==> src/rtl/fft_pkg.sv <==
// fft_pkg: shared FFT constants, output sequencer state type and address bit reversal.
package fft_pkg;
  localparam int FFT_ADDR_W = 8;
  localparam int FFT_DATA_W = 32;
  localparam int FFT_MAX_W  = 16;
  typedef enum logic [1:0] {IDLE, RUN, DRAIN} seq_state_t;
  // Reverses the low w bits of a; bits at and above w come back as zero.
  function automatic logic [FFT_MAX_W-1:0] bitrev(input logic [FFT_MAX_W-1:0] a, input int w);
    logic [FFT_MAX_W-1:0] r;
    r = '0;
    for (int i = 0; i < w; i++) r[i] = a[w-1-i];
    return r;
  endfunction
endpackage

==> src/rtl/out_skid2.sv <==
// out_skid2: 2-entry FIFO carrying data+last, with a registered head driving the output stream.
module out_skid2 #(
  parameter int DATA_W = 32
) (
  input  logic              clk,
  input  logic              rst_n,
  input  logic              i_push,
  input  logic [DATA_W-1:0] i_data,
  input  logic              i_last,
  input  logic              i_pop,
  output logic              o_valid,
  output logic [DATA_W-1:0] o_data,
  output logic              o_last,
  output logic [1:0]        o_count
);
  logic [1:0]        r_cnt;
  logic [DATA_W-1:0] r_d0, r_d1;
  logic              r_l0, r_l1;
  always_ff @(posedge clk or negedge rst_n) begin
    if (!rst_n) begin
      r_cnt <= '0;
      r_d0  <= '0;
      r_l0  <= 1'b0;
      r_d1  <= '0;
      r_l1  <= 1'b0;
    end else begin
      r_cnt <= r_cnt + {1'b0, i_push} - {1'b0, i_pop};
      if (i_pop) begin
        r_d0 <= (r_cnt == 2'd2) ? r_d1 : i_data;
        r_l0 <= (r_cnt == 2'd2) ? r_l1 : i_last;
      end else if (i_push && r_cnt == 2'd0) begin
        r_d0 <= i_data;
        r_l0 <= i_last;
      end
      // Second slot fills only when the head is occupied and stays so.
      if (i_push && (r_cnt == 2'd2 || (r_cnt == 2'd1 && !i_pop))) begin
        r_d1 <= i_data;
        r_l1 <= i_last;
      end
    end
  end
  assign o_valid = r_cnt != 2'd0;
  assign o_data  = r_d0;
  assign o_last  = r_l0;
  assign o_count = r_cnt;
endmodule

==> src/rtl/fft_out_sequencer.sv <==
// fft_out_sequencer: reads the FFT result RAM (natural or bit-reversed order) and streams
// samples on valid/ready, flagging the final sample with out_last and pulsing done.
module fft_out_sequencer import fft_pkg::*; #(
  parameter int ADDR_W  = FFT_ADDR_W,
  parameter int DATA_W  = FFT_DATA_W,
  parameter bit BIT_REV = 1'b1
) (
  input  logic              clk,
  input  logic              rst_n,
  input  logic              start,
  input  logic [ADDR_W-1:0] num_m1,
  output logic              rd_en,
  output logic [ADDR_W-1:0] rd_addr,
  input  logic [DATA_W-1:0] rd_data,
  output logic              out_valid,
  input  logic              out_ready,
  output logic [DATA_W-1:0] out_data,
  output logic              out_last,
  output logic              busy,
  output logic              done
);
  seq_state_t        r_state, w_next;
  logic [ADDR_W-1:0] r_num, r_cnt;
  logic              r_infl, r_infl_last, r_done;
  logic [1:0]        w_count;
  logic              w_pop, w_hit, w_credit, w_accept;
  assign w_pop    = out_valid & out_ready;
  assign w_hit    = r_cnt == r_num;
  assign w_accept = (r_state == IDLE) && start;
  // Buffer slots plus the read in flight must stay within the two buffer entries.
  assign w_credit = ({1'b0, w_count} + {2'b0, r_infl}) < (3'd2 + {2'b0, w_pop});
  always_ff @(posedge clk or negedge rst_n) begin
    if (!rst_n) r_state <= IDLE;
    else r_state <= w_next;
  end
  always_comb begin
    w_next = r_state;
    w_next = w_accept ? RUN :
             (r_state == RUN && rd_en && w_hit) ? DRAIN :
             (r_state == DRAIN && w_pop && out_last) ? IDLE : r_state;
  end
  always_comb begin
    rd_en   = (r_state == RUN) && w_credit;
    busy    = r_state != IDLE;
    rd_addr = BIT_REV ? ADDR_W'(bitrev(FFT_MAX_W'(r_cnt), ADDR_W)) : r_cnt;
  end
  always_ff @(posedge clk or negedge rst_n) begin
    if (!rst_n) begin
      r_num       <= '0;
      r_cnt       <= '0;
      r_infl      <= 1'b0;
      r_infl_last <= 1'b0;
      r_done      <= 1'b0;
    end else begin
      if (w_accept) begin
        r_num <= num_m1;
        r_cnt <= '0;
      end else if (rd_en && !w_hit) begin
        r_cnt <= r_cnt + 1'b1;
      end
      r_infl      <= rd_en;
      r_infl_last <= rd_en && w_hit;
      r_done      <= w_pop && out_last;
    end
  end
  assign done = r_done;
  out_skid2 #(.DATA_W(DATA_W)) u_skid (
    .clk     (clk),
    .rst_n   (rst_n),
    .i_push  (r_infl),
    .i_data  (rd_data),
    .i_last  (r_infl_last),
    .i_pop   (w_pop),
    .o_valid (out_valid),
    .o_data  (out_data),
    .o_last  (out_last),
    .o_count (w_count)
  );
endmodule

==> config.mk <==
export PLATFORM = sky130hd
export DESIGN_NAME = fft_out_sequencer
export DESIGN_NICKNAME = d
export VERILOG_FILES = /design/src/rtl/fft_pkg.sv /design/src/rtl/out_skid2.sv /design/src/rtl/fft_out_sequencer.sv
export SDC_FILE = /design/constraint.sdc
export NUM_CORES = 1
export LEC_CHECK = 0
export BUFFER_PORTS_ARGS = -buffer_cell sky130_fd_sc_hd__buf_4
export CORE_MARGIN = 1
export CORE_UTILIZATION = 45
export DETAILED_ROUTE_END_ITERATION = 10
export PLACE_DENSITY_LB_ADDON = 0.25
export SYNTH_ARGS = -nofsm -noshare
export SYNTH_HDL_FRONTEND = slang
export SYNTH_SLANG_ARGS = --single-unit
==> constraint.sdc <==
create_clock -name clk -period 2.06 [get_ports clk]
set_input_delay 0.412 -clock clk [delete_from_list [all_inputs] [get_ports clk]]
set_output_delay 0.412 -clock clk [all_outputs]
set_load 0.005 [all_outputs]
==> summary.txt, run 1 <==
Layout
  • Core Util, Final: around 60%
  • Area Growth Syn to Fin: 29.21%
  • Area of the multi-input gates: 1573 um^2
  • Most frequent cells in the layout: buf_4 (98), dfrtp_1 (89), nand2_1 (63)
  • Fraction of layout cells with a size suffix above 1: about 37%
  • Diodes inserted: 0
  • Final #Nets: between 400 and 500
  • Commonest non-fill, non-tap cell in the layout: buf_4
  • Register area: ~2200 um^2
  • Fill count: around 700
  • Fin area: between 4000 and 5000 um^2

Die
  • Die width: about 95 um
  • Num ports: 89
  • Site Rows: 33
  • Initial Util: 46.64%
  • Chip height: approximately 95 um
  • Die area: ~8900 um^2
  • CORE AREA: approximately 8300 um^2

STA
  • Slew Limit Fails: 0
  • Final Hold Vio Count: 0
  • Period utilization: approximately 96%
  • Final min period: slightly below 2 ns
  • Final setup fails: 0
  • Measured slew at the worst slew-check pin: between 0.6 and 0.7 ns
  • Fmax: ~510 MHz
  • Setup Skew: ~0.011 ns
  • Final setup margin: about 0.09 ns
  • Slew margin rel.: roughly three fifths

Setup path
  • Crit-path max FO: 3
  • Crit. End Element: output pin
  • Startpoint class of the critical path: register
  • CP Depth: 6
  • Setup slack, reg-to-reg: 0.10 ns
  • Worst Path Arrival: 1.56 ns
  • Critical path's largest stage delay: between 0.3 and 0.4 ns
  • FF-to-FF Start: r_infl$_DFF_PN0_
  • WP buf/inv: 2
  • Crit Path Category: reg2out
  • Crit path cell chain: ha_2, ha_4, nor3b_4, nand2_2, inv_2, buf_4
  • Delay-heaviest family, CP: flip-flops
  • Worst R2R Path Depth: 7
  • Worst path required time: about 1.7 ns
  • R2r endpoint: r_cnt[7]$_DFFE_PN0P_
  • Slowest stage cell on the critical path: dfrtp_1

Yosys
  • Syn_nets: 381
  • Syn avg cell area: around 12 um^2
  • Synth cell types: 29
  • EDFF count, synth: 0
  • Mapped Area: about 3900 um^2
  • YS warnings: 0
  • Mapped Cells: 332
  • Post-synthesis async set-or-reset flop share: 100.0%
  • Sequential share of the synthesized area: a little under 60%
  • Prevailing post-synth register cell: dfrtp_1
  • Synth Register Bits: 89

CTS
  • Reg clk slew, reported paths: ~0.09 ns
  • CTS tree: done
  • Clk Latency, worst-skew pair: around 0.35 ns
  • Num CTS Buffers: 9
  • Hold-fix buffers at CTS: 0
  • Maximum clock path buffer count: 2
  • CTS Root Cell: clkbuf_8
  • Number of H-tree levels: 3
  • Sink Count: 89

Global route
  • GRT Total Usage: a little under a fifth
  • Largest net degree at the start of global routing: 67
  • Initial antenna violation count: 0
  • Vias in the first global route: ~2700
  • GRT overflow: 0
  • First-pass GRT wire length: 12520 um

Drt
  • Vias per cell: 5.117
  • Post-DRT Antenna Nets: 0
  • DRC viols: 0
  • Total wire length: 7512 um
  • Vias: between 2000 and 3000
  • Wire length per cell: 13.96 um
  • Initial DRT Pass Iterations: 4
  • Starting DRT DRC Count: 51

Pwr
  • Total power: between 7 and 8 mW
  • Leakage: around 2.5 nW
  • Peak supply drop: between 700 and 800 uV
  • Power Dens Cells: about 1500 nW/um^2

Placed design
  • Post-DP HPWL: just over 5000 um
  • Area after DPL: between 4000 and 5000 um^2
  • GPL Wtd Cong: 0.7605
  • Dpl ws: 0.1236 ns
  • I/O Buffers: 88

Min path
  • Worst hold path type: in2async

Run status
  • Outcome: finished clean

Flow run
  • Total of max-cap violations: 0
-- cell usage after synthesis, types with 3 or more instances --
| cell | number | area (um^2) |
|---|---|---|
| mux2i_1 | 34 | 340.3 |
| mux2_2 | 33 | 371.6 |
| dfrtp_1 | 89 | 2227 |
| xnor2_1 | 10 | 87.58 |
| buf_2 | 11 | 55.05 |
| o31ai_1 | 4 | 30.03 |
| ha_1 | 5 | 62.56 |
| o21ai_0 | 36 | 180.2 |
| nand3_1 | 6 | 30.03 |
| nand2_1 | 65 | 244.0 |
| inv_1 | 7 | 26.28 |
| clkbuf_1 | 5 | 18.77 |
| o211ai_1 | 3 | 22.52 |
| nor2_1 | 6 | 22.52 |
-- per-layer routing --
| metal | up-vias | global-route usage (%) | wire length [um] |
|---|---|---|---|
| li1 | 1331 | - | - |
| met1 | 1342 | 23.14 | 3421 |
| met2 | 69 | 30.50 | 3591 |
| met3 | 11 | 3.462 | 367 |
| met4 | 0 | 8.333 | 131 |
| met5 | - | 0 | 0 |
-- layout make-up --
cell class              instances  share of cell area, %
clock buffers                   9                  2.489
clock inverters                 7                  1.986
inverters                       7                 0.5280
multi-input cells             220                  31.61
flip-flops and latches         89                  44.76
well taps                     105                  2.640
repair buffers                101                  15.99
-- cells by family after synthesis --
kind of cell / share of synthesized area (%)
fa+ha+maj: 1.624
simple gates: 9.617
flops: 57.83
mux: 18.49
xor+xnor: 2.502
compound gates: 7.342
buf+inv: 2.599
-- worst reg2reg max path, cell delays in order, from the launching register on --
cell      delay (ns)
dfrtp_1         0.39
ha_2            0.20
ha_4            0.16
nor3b_4         0.20
buf_4           0.16
o211ai_2        0.08
or4_1           0.50
a21oi_1         0.18
-- sequential cells by signal, summed over array words and instances, names as in the netlist --
register / count
done: 1
u_skid.r_d1: 32
u_skid.o_last: 1
r_state: 2
r_infl: 1
u_skid.o_count: 2
r_num: 8
u_skid.o_data: 32
r_cnt: 8
u_skid.r_l1: 1
r_infl_last: 1
-- through the flow --
step	TNS, ns	std cells	hold WS, ns
2_1_floorplan	0	332	0.1164
3_3_place_gp	0	517	0.4623
3_5_place_dp	0	517	0.4685
4_1_cts	0	536	0.06529
5_1_grt	-0.01610	538	0.09596
6_report	0	538	0.06395
-- report_power, final --
group | internal, mW | switching, mW
Sequential | 2.56 | 0.489
Clock | 0.694 | 0.636
Combinational | 1.64 | 1.33
Total | 4.89 | 2.45
-- worst max-delay path by stage --
stage                                start                   end  slack [ns]
3_5_place_dp   u_skid.o_count[0]$_DFF_PN0_  r_cnt[7]$_DFFE_PN0P_        0.12
3_3_place_gp   u_skid.o_count[0]$_DFF_PN0_  r_cnt[7]$_DFFE_PN0P_        0.18
2_1_floorplan             r_infl$_DFF_PN0_  r_cnt[7]$_DFFE_PN0P_        0.25
5_1_grt        u_skid.o_count[0]$_DFF_PN0_  r_cnt[7]$_DFFE_PN0P_       -0.02
4_1_cts                   r_infl$_DFF_PN0_                 rd_en       0.007
6_report                  r_infl$_DFF_PN0_                 rd_en        0.09
-- timing repair --
| action | in CTS | in global routing |
|---|---|---|
| resized for setup | 4 | 2 |
| pin swaps | 1 | 2 |
| setup endpoints to repair | 1 | 2 |
| buffers inserted | 3 | 2 |
| hold endpoints to repair | 0 | 0 |
No activity file was read; power rests on OpenSTA's default activity.
==> run 2, diff against run 1 <==
- SYNTH_HIERARCHICAL: unset -> 1
==> summary.txt, run 2 <==
CTS
  • Number of H-tree levels: 3 (unchanged)
  • Sink Count: 89 (unchanged)
  • Reg clk slew, reported paths: 0.09 ns (about the same)
  • Maximum clock path buffer count: 2 (unchanged)
  • CTS Root Cell: clkbuf_8 (unchanged)
  • Num CTS Buffers: 9 (unchanged)
  • Clk Latency, worst-skew pair: 0.37 ns (was 0.35 ns)
  • CTS tree: done (unchanged)

Yosys
  • Synth area leader: dfrtp_1 (unchanged)
  • Mapped Area: 4726 um^2 (was 3851 um^2)
  • Synth Register Bits: 89 (unchanged)
  • Post-synthesis async set-or-reset flop share: 100.0% (unchanged)
  • YS warnings: 6 (was 0)
  • Synth cell types: 35 (was 29)
  • EDFF count, synth: 0 (unchanged)
  • Syn avg cell area: 10.43 um^2 (was 11.60 um^2)
  • Most common cell in the synthesized netlist: dfrtp_1 (unchanged)
  • Synth top area cells: dfrtp_1 (47%), o221a_2 (7.6%), mux2i_1 (7.0%), a211oi_1 (5.2%), or3_1 (4.6%) (was dfrtp_1 (58%), mux2_2 (9.6%), mux2i_1 (8.8%), nand2_1 (6.3%), o21ai_0 (4.7%))
  • Prevailing post-synth register cell: dfrtp_1 (unchanged)
  • Area share of the leading cell type in the synthesized netlist: 47.13% (was 57.83%)
  • Synth cell count leaders: dfrtp_1 (89), nor2_1 (35), or3_1 (35), nand2b_1 (34) (was dfrtp_1 (89), nand2_1 (65), o21ai_0 (36), mux2i_1 (34), mux2_2 (33))
  • Syn_nets: 502 (was 381)
  • Mapped Cells: 453 (was 332)
  • Sequential share of the synthesized area: 47.13% (was 57.83%)

Run status
  • Outcome: finished with violations (was finished clean)
  • Failing checks: negative setup slack

Pwr
  • Power Dens Cells: 1634 nW/um^2 (was 1475 nW/um^2)
  • Peak supply drop: 908.2 uV (was 704.4 uV)
  • Leakage: 2.562 nW (was 2.511 nW)

Setup path
  • FF-to-FF Start: u_skid/o_count[0]$_DFF_PN0_ (was r_infl$_DFF_PN0_)
  • Worst Path Arrival: 1.81 ns (was 1.56 ns)
  • CP dominant cell by count: ha_4
  • R2r endpoint: r_cnt[7]$_DFFE_PN0P_ (unchanged)
  • Critical path's largest stage delay: 0.42 ns (was 0.39 ns)
  • Crit. End Element: output pin (unchanged)
  • Worst R2R Path Depth: 7 (unchanged)
  • Setup slack, reg-to-reg: 0.01 ns (was 0.10 ns)
  • Startpoint class of the critical path: register (unchanged)
  • Crit-path max FO: 2 (was 3)
  • Worst path required time: 1.65 ns (about the same)
  • Crit path cell chain: ha_4, ha_4, a2111oi_4, buf_4, buf_6 (was ha_2, ha_4, nor3b_4, nand2_2, inv_2, buf_4)
  • WP buf/inv: 2 (unchanged)
  • Crit Path Category: reg2out (unchanged)
  • Delay-heaviest family, CP: flip-flops (unchanged)
  • Slowest stage cell on the critical path: dfrtp_1 (unchanged)

Layout
  • Most frequent cells in the layout: buf_4 (109), dfrtp_1 (87), nor2_1 (35) (was buf_4 (98), dfrtp_1 (89), nand2_1 (63))
  • Diodes inserted: 0 (unchanged)
  • Commonest non-fill, non-tap cell in the layout: buf_4 (unchanged)
  • Area Growth Syn to Fin: 24.89% (was 29.21%)
  • Fin area: 5902 um^2 (was 4976 um^2)
  • Fraction of layout cells with a size suffix above 1: 33.09% (was 37.41%)
  • Final #Nets: 591 (was 477)

Drt
  • Post-DRT Antenna Nets: 0 (unchanged)
  • Total wire length: 11810 um (was 7512 um)
  • Vias: 3978 (was 2753)
  • DRC viols: 0 (unchanged)
  • Vias per cell: 5.824 (was 5.117)
  • Initial DRT Pass Iterations: 6 (was 4)
  • Wire length per cell: 17.29 um (was 13.96 um)
  • Starting DRT DRC Count: 185 (was 51)

STA
  • RSZ-0062 raised after global routing: true
  • Setup Skew: 0.01032 ns (was 0.01141 ns)
  • Final setup margin: -0.1597 ns (was 0.09067 ns)
  • Fmax: 450.5 MHz (was 507.8 MHz)
  • Measured slew at the worst slew-check pin: 0.7032 ns (was 0.6101 ns)
  • Final setup fails: 1 (was 0)
  • Slew margin rel.: 53.12% (was 59.32%)
  • Slew Limit Fails: 0 (unchanged)
  • Hold slack: 0.003444 ns (was 0.06395 ns)
  • Final min period: 2.220 ns (was 1.969 ns)
  • Final Hold Vio Count: 0 (unchanged)
  • Period utilization: 107.8% (was 95.60%)

Die
  • Site Rows: 37 (was 33)
  • Initial Util: 46.19% (was 46.64%)
  • Die area: 10920 um^2 (was 8932 um^2)
  • Die width: 104.5 um (was 94.51 um)
  • Chip height: 104.5 um (was 94.51 um)
  • Num ports: 89 (unchanged)
  • CORE AREA: 10230 um^2 (was 8258 um^2)

Global route
  • Largest net degree at the start of global routing: 70 (was 67)
  • First-pass GRT wire length: 19810 um (was 12520 um)
  • Initial antenna violation count: 0 (unchanged)
  • Busiest grt layer: met2 (unchanged)
  • GR met1 Demand/Resource: 31.51% (was 23.14%)
  • Met3 Track Usage GR: 4.511% (was 3.462%)
  • GRT overflow: 0 (unchanged)
  • Vias in the first global route: 3885 (was 2698)
  • M2 GR Usage: 35.86% (was 30.50%)
  • GRT Total Usage: 22.82% (was 18.31%)

Flow run
  • Total of max-cap violations: 0 (unchanged)

Placed design
  • GPL Wtd Cong: 0.7327 (was 0.7605)
  • I/O Buffers: 88 (unchanged)
  • Post-DP HPWL: 7502 um (was 5101 um)
  • Area after DPL: 5582 um^2 (was 4692 um^2)

Min path
  • Worst hold path type: in2async (unchanged)
-- run 2: cell count changes after synthesis, moves of 31 or more --
| cell | before | now |
|---|---|---|
| or3_1 | 0 | 35 |
| nand2b_1 | 0 | 34 |
| a211oi_1 | 0 | 33 |
| mux2_2 | 33 | 0 |
| nand2_1 | 65 | 32 |
| o22ai_1 | 0 | 33 |
| o221a_2 | 0 | 32 |
| o21ai_0 | 36 | 5 |
-- run 2: logic make-up (layout without fill, tap and decap cells) --
| family | count (synthesis) | after routing | share of synthesized area [%] |
|---|---|---|---|
| fa+ha+maj | 5 | 5 | 1.324 |
| flops | 89 | 89 | 47.13 |
| simple gates | 153 | 153 | 17.00 |
| mux | 33 | 33 | 6.990 |
| xor+xnor | 10 | 10 | 1.853 |
| buf+inv | 45 | 139 | 5.216 |
| compound gates | 118 | 118 | 20.49 |
-- run 2: per-layer routing --
metal,vias up,part of all wire [%]
met5,-,0
met4,0,1.4
met3,12,5.0
met2,101,47
met1,1983,47
li1,1882,-
-- run 2: final cells by class --
type                            instances  area [um^2]
Multi-Input combinational cell        319         2328
Sequential cell                        89         2230
Inverter                                9        38.79
Clock buffer                           12        165.2
Clock inverter                          4        73.82
Fill cell                             892         4329
Timing Repair Buffer                  114        895.9
Tap cell                              136        170.2
-- run 2: how the worst max path moves through the flow --
| stage | startpoint | endpoint | slack, ns | cells past startpoint |
|---|---|---|---|---|
| floorplan | u_skid/o_count[0]$_DFF_PN0_ | r_cnt[5]$_DFFE_PN0P_ | 0.05 | 6 |
| global placement | u_skid/o_count[0]$_DFF_PN0_ | r_cnt[5]$_DFFE_PN0P_ | 0.13 | 6 |
| detailed placement | u_skid/o_count[0]$_DFF_PN0_ | r_cnt[7]$_DFFE_PN0P_ | 0.04 | 6 |
| CTS | r_infl$_DFF_PN0_ | rd_en | -0.20 | 5 |
| global route | u_skid/o_count[0]$_DFF_PN0_ | rd_en | -0.23 | 5 |
| finish | u_skid/o_count[0]$_DFF_PN0_ | rd_en | -0.16 | 5 |
-- run 2: timing repair --
action                     4_1_cts  5_1_grt
setup endpoints to repair        1       27
hold buffers                     0        0
gates resized for setup          2       13
pin swaps                        2        6
setup buffers                    3        1
-- run 2: stage by stage --
step	util [%]	setup TNS [ns]	power, mW	std cells	worst slack [ns]
2_1_floorplan	-	0	6.490	453	0.04961
3_3_place_gp	54.56	0	7.881	664	0.1306
3_5_place_dp	54.56	0	8.072	664	0.04067
4_1_cts	57.25	-0.2274	9.635	683	-0.1998
5_1_grt	57.69	-0.3778	10.37	683	-0.2341
6_report	57.69	-0.1597	9.641	683	-0.1597
-- run 2: report_power, final --
part | leakage [nW] | internal, mW | switching (mW)
Sequential | 1.09 | 2.54 | 0.658
Combinational | 1.35 | 2.59 | 2.44
Clock | 0.123 | 0.783 | 0.629
Total | 2.56 | 5.91 | 3.73
